**src/rtl/axis_packet_arbiter.sv**
```systemverilog
`default_nettype none
// ============================================================================
// axis_packet_arbiter : packet-locked N:1 AXI-Stream arbiter (RR / fixed prio)
// with mid-packet watchdog and registered output stage.       Rev 1.0
// ============================================================================
module axis_packet_arbiter #(
    parameter int NUM_SOURCES    = 4,
    parameter int DATA_WIDTH     = 32,
    parameter int USER_WIDTH     = 1,
    parameter int ID_WIDTH       = (NUM_SOURCES > 1) ? $clog2(NUM_SOURCES) : 1,
    parameter int TIMEOUT_CYCLES = 1024
) (
    input  logic                              clk,
    input  logic                              arst_n,
    input  logic                              mode,
    input  logic [NUM_SOURCES-1:0]            enable,
    input  logic [NUM_SOURCES-1:0]            s_tvalid,
    output logic [NUM_SOURCES-1:0]            s_tready,
    input  logic [NUM_SOURCES-1:0]            s_tlast,
    input  logic [DATA_WIDTH*NUM_SOURCES-1:0] s_tdata,
    input  logic [USER_WIDTH*NUM_SOURCES-1:0] s_tuser,
    output logic                              m_tvalid,
    input  logic                              m_tready,
    output logic                              m_tlast,
    output logic [DATA_WIDTH-1:0]             m_tdata,
    output logic [USER_WIDTH-1:0]             m_tuser,
    output logic [ID_WIDTH-1:0]               m_tid,
    output logic                              m_terr,
    output logic                              timeoutStrobe,
    output logic [ID_WIDTH-1:0]               grantIdx
);

    localparam int                    CNT_WIDTH = (TIMEOUT_CYCLES > 0) ? $clog2(TIMEOUT_CYCLES + 1) : 1;
    localparam logic [CNT_WIDTH-1:0]  CNT_MAX   = CNT_WIDTH'(TIMEOUT_CYCLES);
    localparam logic                  WD_ENABLE = (TIMEOUT_CYCLES > 0);
    localparam logic [ID_WIDTH-1:0]   LAST_SRC  = ID_WIDTH'(NUM_SOURCES - 1);

    typedef enum logic [1:0] {
        IDLE  = 2'd0,
        PASS  = 2'd1,
        FLUSH = 2'd2
    } state_t;

    state_t                  state;
    state_t                  state_nxt;
    logic [ID_WIDTH-1:0]     rr_ptr;
    logic [ID_WIDTH-1:0]     winner;
    logic [CNT_WIDTH-1:0]    wd_cnt;
    logic [NUM_SOURCES-1:0]  req;
    logic                    out_free;
    logic                    src_valid;
    logic                    src_last;
    logic [DATA_WIDTH-1:0]   src_data;
    logic [USER_WIDTH-1:0]   src_user;
    logic                    accept;
    logic                    fire;

    assign out_free  = !m_tvalid || m_tready;
    assign req       = s_tvalid & enable;
    assign src_valid = s_tvalid[grantIdx];
    assign src_last  = s_tlast[grantIdx];
    assign src_data  = s_tdata[int'(grantIdx) * DATA_WIDTH +: DATA_WIDTH];
    assign src_user  = s_tuser[int'(grantIdx) * USER_WIDTH +: USER_WIDTH];

    // Descending scan: the last hit written is the closest one to the start point.
    always_comb begin
        winner = '0;
        if (mode || (NUM_SOURCES == 1)) begin
            for (int i = NUM_SOURCES - 1; i >= 0; i--) begin
                if (req[i]) winner = ID_WIDTH'(i);
            end
        end else begin
            for (int i = NUM_SOURCES; i >= 1; i--) begin
                if (req[(int'(rr_ptr) + i) % NUM_SOURCES])
                    winner = ID_WIDTH'((int'(rr_ptr) + i) % NUM_SOURCES);
            end
        end
    end

    always_comb begin
        state_nxt = state;
        s_tready  = '0;
        fire      = 1'b0;
        accept    = 1'b0;
        case (state)
            IDLE: begin
                if (|req) state_nxt = PASS;
            end
            PASS: begin
                // A beat present on the saturating cycle wins over the timeout.
                fire               = WD_ENABLE && (wd_cnt == CNT_MAX) && !src_valid && out_free;
                s_tready[grantIdx] = out_free && !fire;
                accept             = src_valid && out_free;
                if (accept && src_last)
                    state_nxt = IDLE;
                else if (fire)
                    state_nxt = FLUSH;
            end
            FLUSH: begin
                s_tready[grantIdx] = 1'b1;
                accept             = src_valid;
                if (accept && src_last) state_nxt = IDLE;
            end
            default: state_nxt = IDLE;
        endcase
    end

    always_ff @(posedge clk or negedge arst_n) begin
        if (!arst_n) state <= IDLE;
        else         state <= state_nxt;
    end

    always_ff @(posedge clk or negedge arst_n) begin
        if (!arst_n) begin
            grantIdx      <= '0;
            rr_ptr        <= LAST_SRC;
            wd_cnt        <= '0;
            timeoutStrobe <= 1'b0;
            m_tvalid      <= 1'b0;
            m_tlast       <= 1'b0;
            m_tdata       <= '0;
            m_tuser       <= '0;
            m_tid         <= '0;
            m_terr        <= 1'b0;
        end else begin
            timeoutStrobe <= fire;

            if (state == IDLE && |req) grantIdx <= winner;
            if (state != IDLE && accept && src_last) rr_ptr <= grantIdx;

            // Downstream stalls never advance the watchdog: a valid source holds it.
            if (state != PASS || accept)
                wd_cnt <= '0;
            else if (WD_ENABLE && !src_valid && wd_cnt != CNT_MAX)
                wd_cnt <= wd_cnt + CNT_WIDTH'(1);

            if (state == PASS && accept) begin
                m_tvalid <= 1'b1;
                m_tlast  <= src_last;
                m_tdata  <= src_data;
                m_tuser  <= src_user;
                m_tid    <= grantIdx;
                m_terr   <= 1'b0;
            end else if (fire) begin
                m_tvalid <= 1'b1;
                m_tlast  <= 1'b1;
                m_tdata  <= '0;
                m_tuser  <= '0;
                m_tid    <= grantIdx;
                m_terr   <= 1'b1;
            end else if (m_tready) begin
                m_tvalid <= 1'b0;
            end
        end
    end

endmodule
`default_nettype wire

```
**config.mk**
```make
export PLATFORM = sky130hd
export DESIGN_NAME = axis_packet_arbiter
export DESIGN_NICKNAME = d
export VERILOG_FILES = /design/src/rtl/axis_packet_arbiter.sv
export SDC_FILE = /design/constraint.sdc
export NUM_CORES = 1
export LEC_CHECK = 0
export CORE_MARGIN = 3
export CORE_UTILIZATION = 41
export DETAILED_ROUTE_END_ITERATION = 8
export HOLD_SLACK_MARGIN = 0.05
export PLACE_DENSITY = 0.86
export REMOVE_ABC_BUFFERS = 1
export SYNTH_ARGS = -nofsm -noshare
export SYNTH_HDL_FRONTEND = slang
export SYNTH_SLANG_ARGS = --single-unit
```
**constraint.sdc**
```tcl
create_clock -name clk -period 3.35 [get_ports clk]
set_clock_uncertainty 0.1 [all_clocks]
set_input_delay 0.5025 -clock clk [delete_from_list [all_inputs] [get_ports clk]]
set_output_delay 0.5025 -clock clk [all_outputs]
set_load 0.005 [all_outputs]
```
== Word level (Yosys, flattened, before mapping) ==
Cells that the tools add are included.

* Output and inout bits: 45
* Logic and storage cells: 115
* Input bits: 148
* Register bits: 56

* Shifts and indexed selects: 2
* Equality and inequality tests: 8
* Reductions and logical operators: 28
* Order comparisons: 6
* Bitwise operators: 6
* Multiplexer cells: 49
* Add/subtract/negate cells: 5

{| class="wikitable"
|+ Operators with widths
! operator !! count
|-
| $shiftx A128 B8 Y32 || 1
|-
| $mux W32 || 2
|-
| $mux W2 || 15
|-
| $mux W11 || 2
|-
| $mux W1 || 20
|-
| $lt A3 B4 Y1 const B || 4
|-
| $bmux W1 S2 || 6
|-
| $logic_and A1 B1 Y1 || 12
|-
| $add A11 B1 Y11 const B || 1
|-
| $eq A11 B11 Y1 const B || 1
|-
| $ne A11 B11 Y1 const B || 1
|-
| $and A4 B4 Y4 || 2
|-
| $pmux W4 S2 || 1
|-
| $reduce_or A2 Y1 || 4
|-
| $pmux W2 S3 || 1
|-
| $reduce_bool A2 Y1 || 3
|-
| $add A2 B1 Y2 const B || 2
|-
| $add A2 B2 Y2 const B || 2
|-
| $and A1 B1 Y1 const A || 4
|-
| $ne A2 B2 Y1 const B || 2
|-
| $reduce_or A4 Y1 || 1
|-
| $shiftx A4 B3 Y1 || 1
|-
| $logic_not A1 Y1 || 3
|-
| $lt A2 B3 Y1 const B || 1
|-
| 11 further kinds || 12
|}

== Depth between registers and ports, before layout ==
* Word-level depth: 11
* Depth in mapped cells: 9
* Depth with buffers taken out: 7

== Least setup slack after synthesis ==
No wires, ideal clock.

* Path type: reg-to-reg
* Start: register grantIdx[0]
* End: register m_tdata[0]
* Data arrival time: 2.021 ns
* Data required time: 3.129 ns
* Stages on the path, launching flop included: 9
* Period minus slack after synthesis: 2.242 ns
* Buffers on the path: 3
* Setup slack: 1.108 ns
* Setup time: 0.121 ns
* Cells stage by stage: dfrtp_1 -> buf_6 -> mux4_2 -> nand4b_4 -> nand2b_1 -> a21o_1 -> buf_6 -> buf_6 -> a22o_1

* Cells in the longest elaborated chain, start to end: 7
* Elaborated cells between the ends (all ways): 12
* Those cells by class: shift (1); mux (5); reduce/logical (6)

{| class="wikitable"
|+ RTL lines
! element !! RTL line !! source
|-
| start, declared || 30 || <nowiki>output logic [ID_WIDTH-1:0] grantIdx</nowiki>
|-
| start signal, assigned || 128 || <nowiki>if (state == IDLE && |req) grantIdx <= winner;</nowiki>
|-
| parallel branches: the longest is 7 deep, another holds $shiftx A128 B8 Y32 || - ||
|-
| end signal, assigned || 140 || <nowiki>m_tdata <= src_data;</nowiki>
|-
| end, declared || 25 || <nowiki>output logic [DATA_WIDTH-1:0] m_tdata,</nowiki>
|}

Several ways; the timed one is not identified. The select of a mux whose other input is x is not followed.
A chain may end at the register's enable or synchronous reset.

== Worst setup path after layout ==
* Start: input port s_tvalid[3]
* End: output port s_tready[2]

* Cells in the longest elaborated chain, start to end: 9

{| class="wikitable"
|+ RTL lines
! element !! RTL line !! source
|-
| start, declared || 17 || <nowiki>input logic [NUM_SOURCES-1:0] s_tvalid,</nowiki>
|-
| $bmux W1 S2 || 60 || <nowiki>assign src_valid = s_tvalid[grantIdx];</nowiki>
|-
| $mux W1 (not written as such) || 60 ||
|-
| $logic_not A1 Y1 || 91 || <nowiki>fire = WD_ENABLE && (wd_cnt == CNT_MAX) && !src_valid && out_free;</nowiki>
|-
| $logic_and A1 B1 Y1 (2 in series) || 91 ||
|-
| $logic_not A1 Y1 || 92 || <nowiki>s_tready[grantIdx] = out_free && !fire;</nowiki>
|-
| $logic_and A1 B1 Y1 || 92 ||
|-
| $and A4 B4 Y4 (no line) || - ||
|-
| $pmux W4 S2 || 85 || <nowiki>case (state)</nowiki>
|-
| end, declared || 18 || <nowiki>output logic [NUM_SOURCES-1:0] s_tready,</nowiki>
|}

No other way between the ends. The select of a mux whose other input is x is not followed.

==> impl_metrics.json <==
{
  "slew_violations": 0,
  "gp_congestion": 0.9272,
  "cts_tree": "done",
  "seq_power_share": 0.309,
  "post_cts_buffers": 0,
  "powerDensity_nw_per_um2": 647.0,
  "avgSynthCellArea_um2": 12.66,
  "fin_area_um2": 5425,
  "leakage_nw": 2.158,
  "worstMarginPinSlew_ns": 0.9153,
  "overflow": 0,
  "firstDrtPassIters": 4,
  "ctsHtreeMaxLevel": 2,
  "grt_max_degree": 43,
  "fin_ws_ns": 0.1234,
  "endpoint": "s_tready[2]",
  "r2r-start": "grantIdx[0]",
  "fmax_mhz": 309.9,
  "clk_pin_slew_ns": 0.10,
  "synth_cell_types": 39,
  "start_util": 0.4248,
  "layout-drive-gt1-share": 0.1388,
  "cts_resized": 0,
  "root_buffer": "clkbuf_8",
  "globalRoute.busiestLayer": "met2",
  "r2r_end": "m_tdata[22]",
  "synth_warnings": 0,
  "setup_tns_ns": 0,
  "clockBufferDepth": 2,
  "crit_type": "input port to output pin",
  "antenna_cells": 0,
  "ff2ff_setup_slack_ns": 0.91,
  "fin_crit_sh": 0.9632,
  "use_met1": 0.2599,
  "place_inst": 548,
  "fp.dieH_um": 95.95,
  "final_cell_mix": "191 x clkdlybuf4s50_1, 52 x dfrtp_1, 35 x mux4_2, 33 x a22o_1, 22 x nor2_1",
  "fin_nets": 606,
  "met2_usage": 0.3897,
  "cpMostUsedCell": "clkdlybuf4s50_1",
  "ys_seq_area_frac": 0.4232,
  "whs_ns": 0.2220,
  "p_comb_frac": 0.587,
  "path_cells": "clkdlybuf4s50_1 > mux4_2 > nand4b_4 > o21ai_0 > nor3_1 > clkdlybuf4s50_1",
  "reg2reg_depth": 6,
  "fin_util": 0.6949,
  "area_growth_pct": 63.56,
  "drtIter0Drc": 108,
  "path_max_fanout": 4,
  "vdd_ir_drop_max_mv": 0.3981,
  "rsz0062_at_grt": "no",
  "post_drt_wl_per_cell_um": 18.34,
  "worstPathRequired_ns": 2.75,
  "place_ws_ns": 0.1191,
  "cts_buffers": 5,
  "grt_pass1_vias": 3249,
  "wl_mm": 10.20,
  "cts.sinks": 56,
  "slew-limit-headroom": 0.3898,
  "synthCells": 262,
  "clk_latency_ns": 0.30,
  "critical_path.endpoint_type": "output pin",
  "cpPeakStageDelay_ns": 0.52,
  "antenna_found_initial": 0,
  "slowest_stage": "mux4_2",
  "vias_per_cell": 5.405,
  "vias": 3005,
  "netlist_area_um2": 3317,
  "period_needed_ns": 3.227,
  "cts.hold.buffers_added": 0,
  "cp.arrival_ns": 2.62,
  "hpwl_mm": 8.250,
  "rows": 32,
  "run_status": "finished, final reports clean",
  "power.share.clock": 0.105,
  "core_area_um2": 7807,
  "total_power_mw": 3.510,
  "stdcell_count": 556,
  "portBuffers": 192,
  "crit_start": "s_tvalid[3]",
  "antenna_left": 0,
  "maxCapViolations": 0,
  "grt_pass1_wl_mm": 15.30,
  "start_kind": "input port",
  "grtUsageMet3": 0.06177,
  "sw_frac_of_total": 0.3390,
  "final_common_cell": "clkdlybuf4s50_1",
  "p_int_mw": 2.320,
  "ys_seq_elements": 56,
  "grt.total_usage": 0.2182,
  "p_sw_mw": 1.190,
  "finalHoldViolCount": 0,
  "die_w_um": 95.95,
  "drc": 0,
  "hold_class": "input port to async pin",
  "placed_cell_area_um2": 5333,
  "setup_viol": 0,
  "dieArea_um2": 9205,
  "ios": 193
}
-- cells in the mapped netlist --
master,number,area share
o21ai_0,6,0.0091
nand2b_1,3,0.0057
inv_1,11,0.012
nand3b_1,1,0.0023
o22a_1,1,0.0026
nand4b_4,1,0.0072
nor4b_1,1,0.0026
mux2_2,2,0.0068
mux4_2,35,0.24
ha_1,5,0.019
buf_6,5,0.017
a32o_1,1,0.0030
dfstp_2,2,0.016
a21o_1,1,0.0023
dfrtp_1,54,0.41
nor4b_2,1,0.0045
o211ai_1,1,0.0023
a32oi_1,1,0.0026
xor2_1,3,0.0079
clkbuf_1,9,0.010
xnor2_1,7,0.018
nor2_1,23,0.026
nor3b_1,1,0.0023
buf_4,1,0.0023
nor3_1,7,0.011
and4_1,2,0.0053
and2_1,1,0.0019
a2bb2oi_1,1,0.0026
mux2_1,2,0.0068
nand4b_1,2,0.0053
buf_1,3,0.0034
nand3_1,4,0.0060
o21a_1,1,0.0023
nand4_1,1,0.0019
a221oi_1,1,0.0026
nand2_1,17,0.019
a21oi_1,8,0.012
a31oi_1,3,0.0057
a22o_1,33,0.087
-- layout make-up --
type | count | area (um2)
multi-input combinational | 177 | 1765
inverter | 11 | 41.29
clock inverter | 3 | 23.77
timing repair buffer | 202 | 1992
fill | 590 | 2382
tap | 102 | 127.6
sequential | 56 | 1406
clock buffer | 5 | 68.82
-- logic make-up (layout without fill, tap and decap cells) --
group | Yosys count | in the layout | share of synthesized area
and+or+nand+nor | 65 | 65 | 0.1007
buffers and inverters | 29 | 221 | 0.04526
muxes | 39 | 39 | 0.2512
AOI/OAI and AO/OA | 58 | 58 | 0.1343
adders and majority gates | 5 | 5 | 0.01886
xor gates and xnor gates | 10 | 10 | 0.02641
DFF | 56 | 56 | 0.4232
-- metal layers --
metal  share of wire  vias to the layer above
met5               0                        -
li1                -                     1392
met3           0.079                        9
met4           0.013                        0
met1            0.38                     1477
met2            0.53                      127
-- registers in the layout (all words and copies together) (netlist names) --
name           flops
timeoutStrobe      1
wd_cnt            11
m_tuser            1
m_tdata           32
m_tvalid           1
m_terr             1
m_tlast            1
rr_ptr             2
grantIdx           2
m_tid              2
state              2
-- power groups by stage --
| stage | Clock (mW) | Combinational (mW) | Sequential, mW |
|---|---|---|---|
| floorplan | 0 | 0.970 | 1.24 |
| global placement | 0 | 2.03 | 1.08 |
| detailed placement | 0 | 2.09 | 1.09 |
| CTS | 0.379 | 2.09 | 1.08 |
| global route | 0.407 | 2.22 | 1.12 |
| finish | 0.367 | 2.06 | 1.08 |
-- critical path, delay by kind of cell --
family                 cells  cell delay (ns)
and+or+nand+nor            2             0.29
AOI/OAI and AO/OA          1             0.38
buffers and inverters      2             0.93
muxes                      1             0.52
-- worst min-delay path by stage --
stage / to / slack (ns) / cells past startpoint
after global routing: grantIdx[0] / 0.28 / 1
final: wd_cnt[8] / 0.22 / 1
after floorplan: grantIdx[0] / 0.11 / 0
after global placement: m_tid[1] / 0.38 / 1
after CTS: grantIdx[0] / 0.25 / 1
after detailed placement: m_tid[0] / 0.39 / 1
Power figures use the tool's default switching activity.
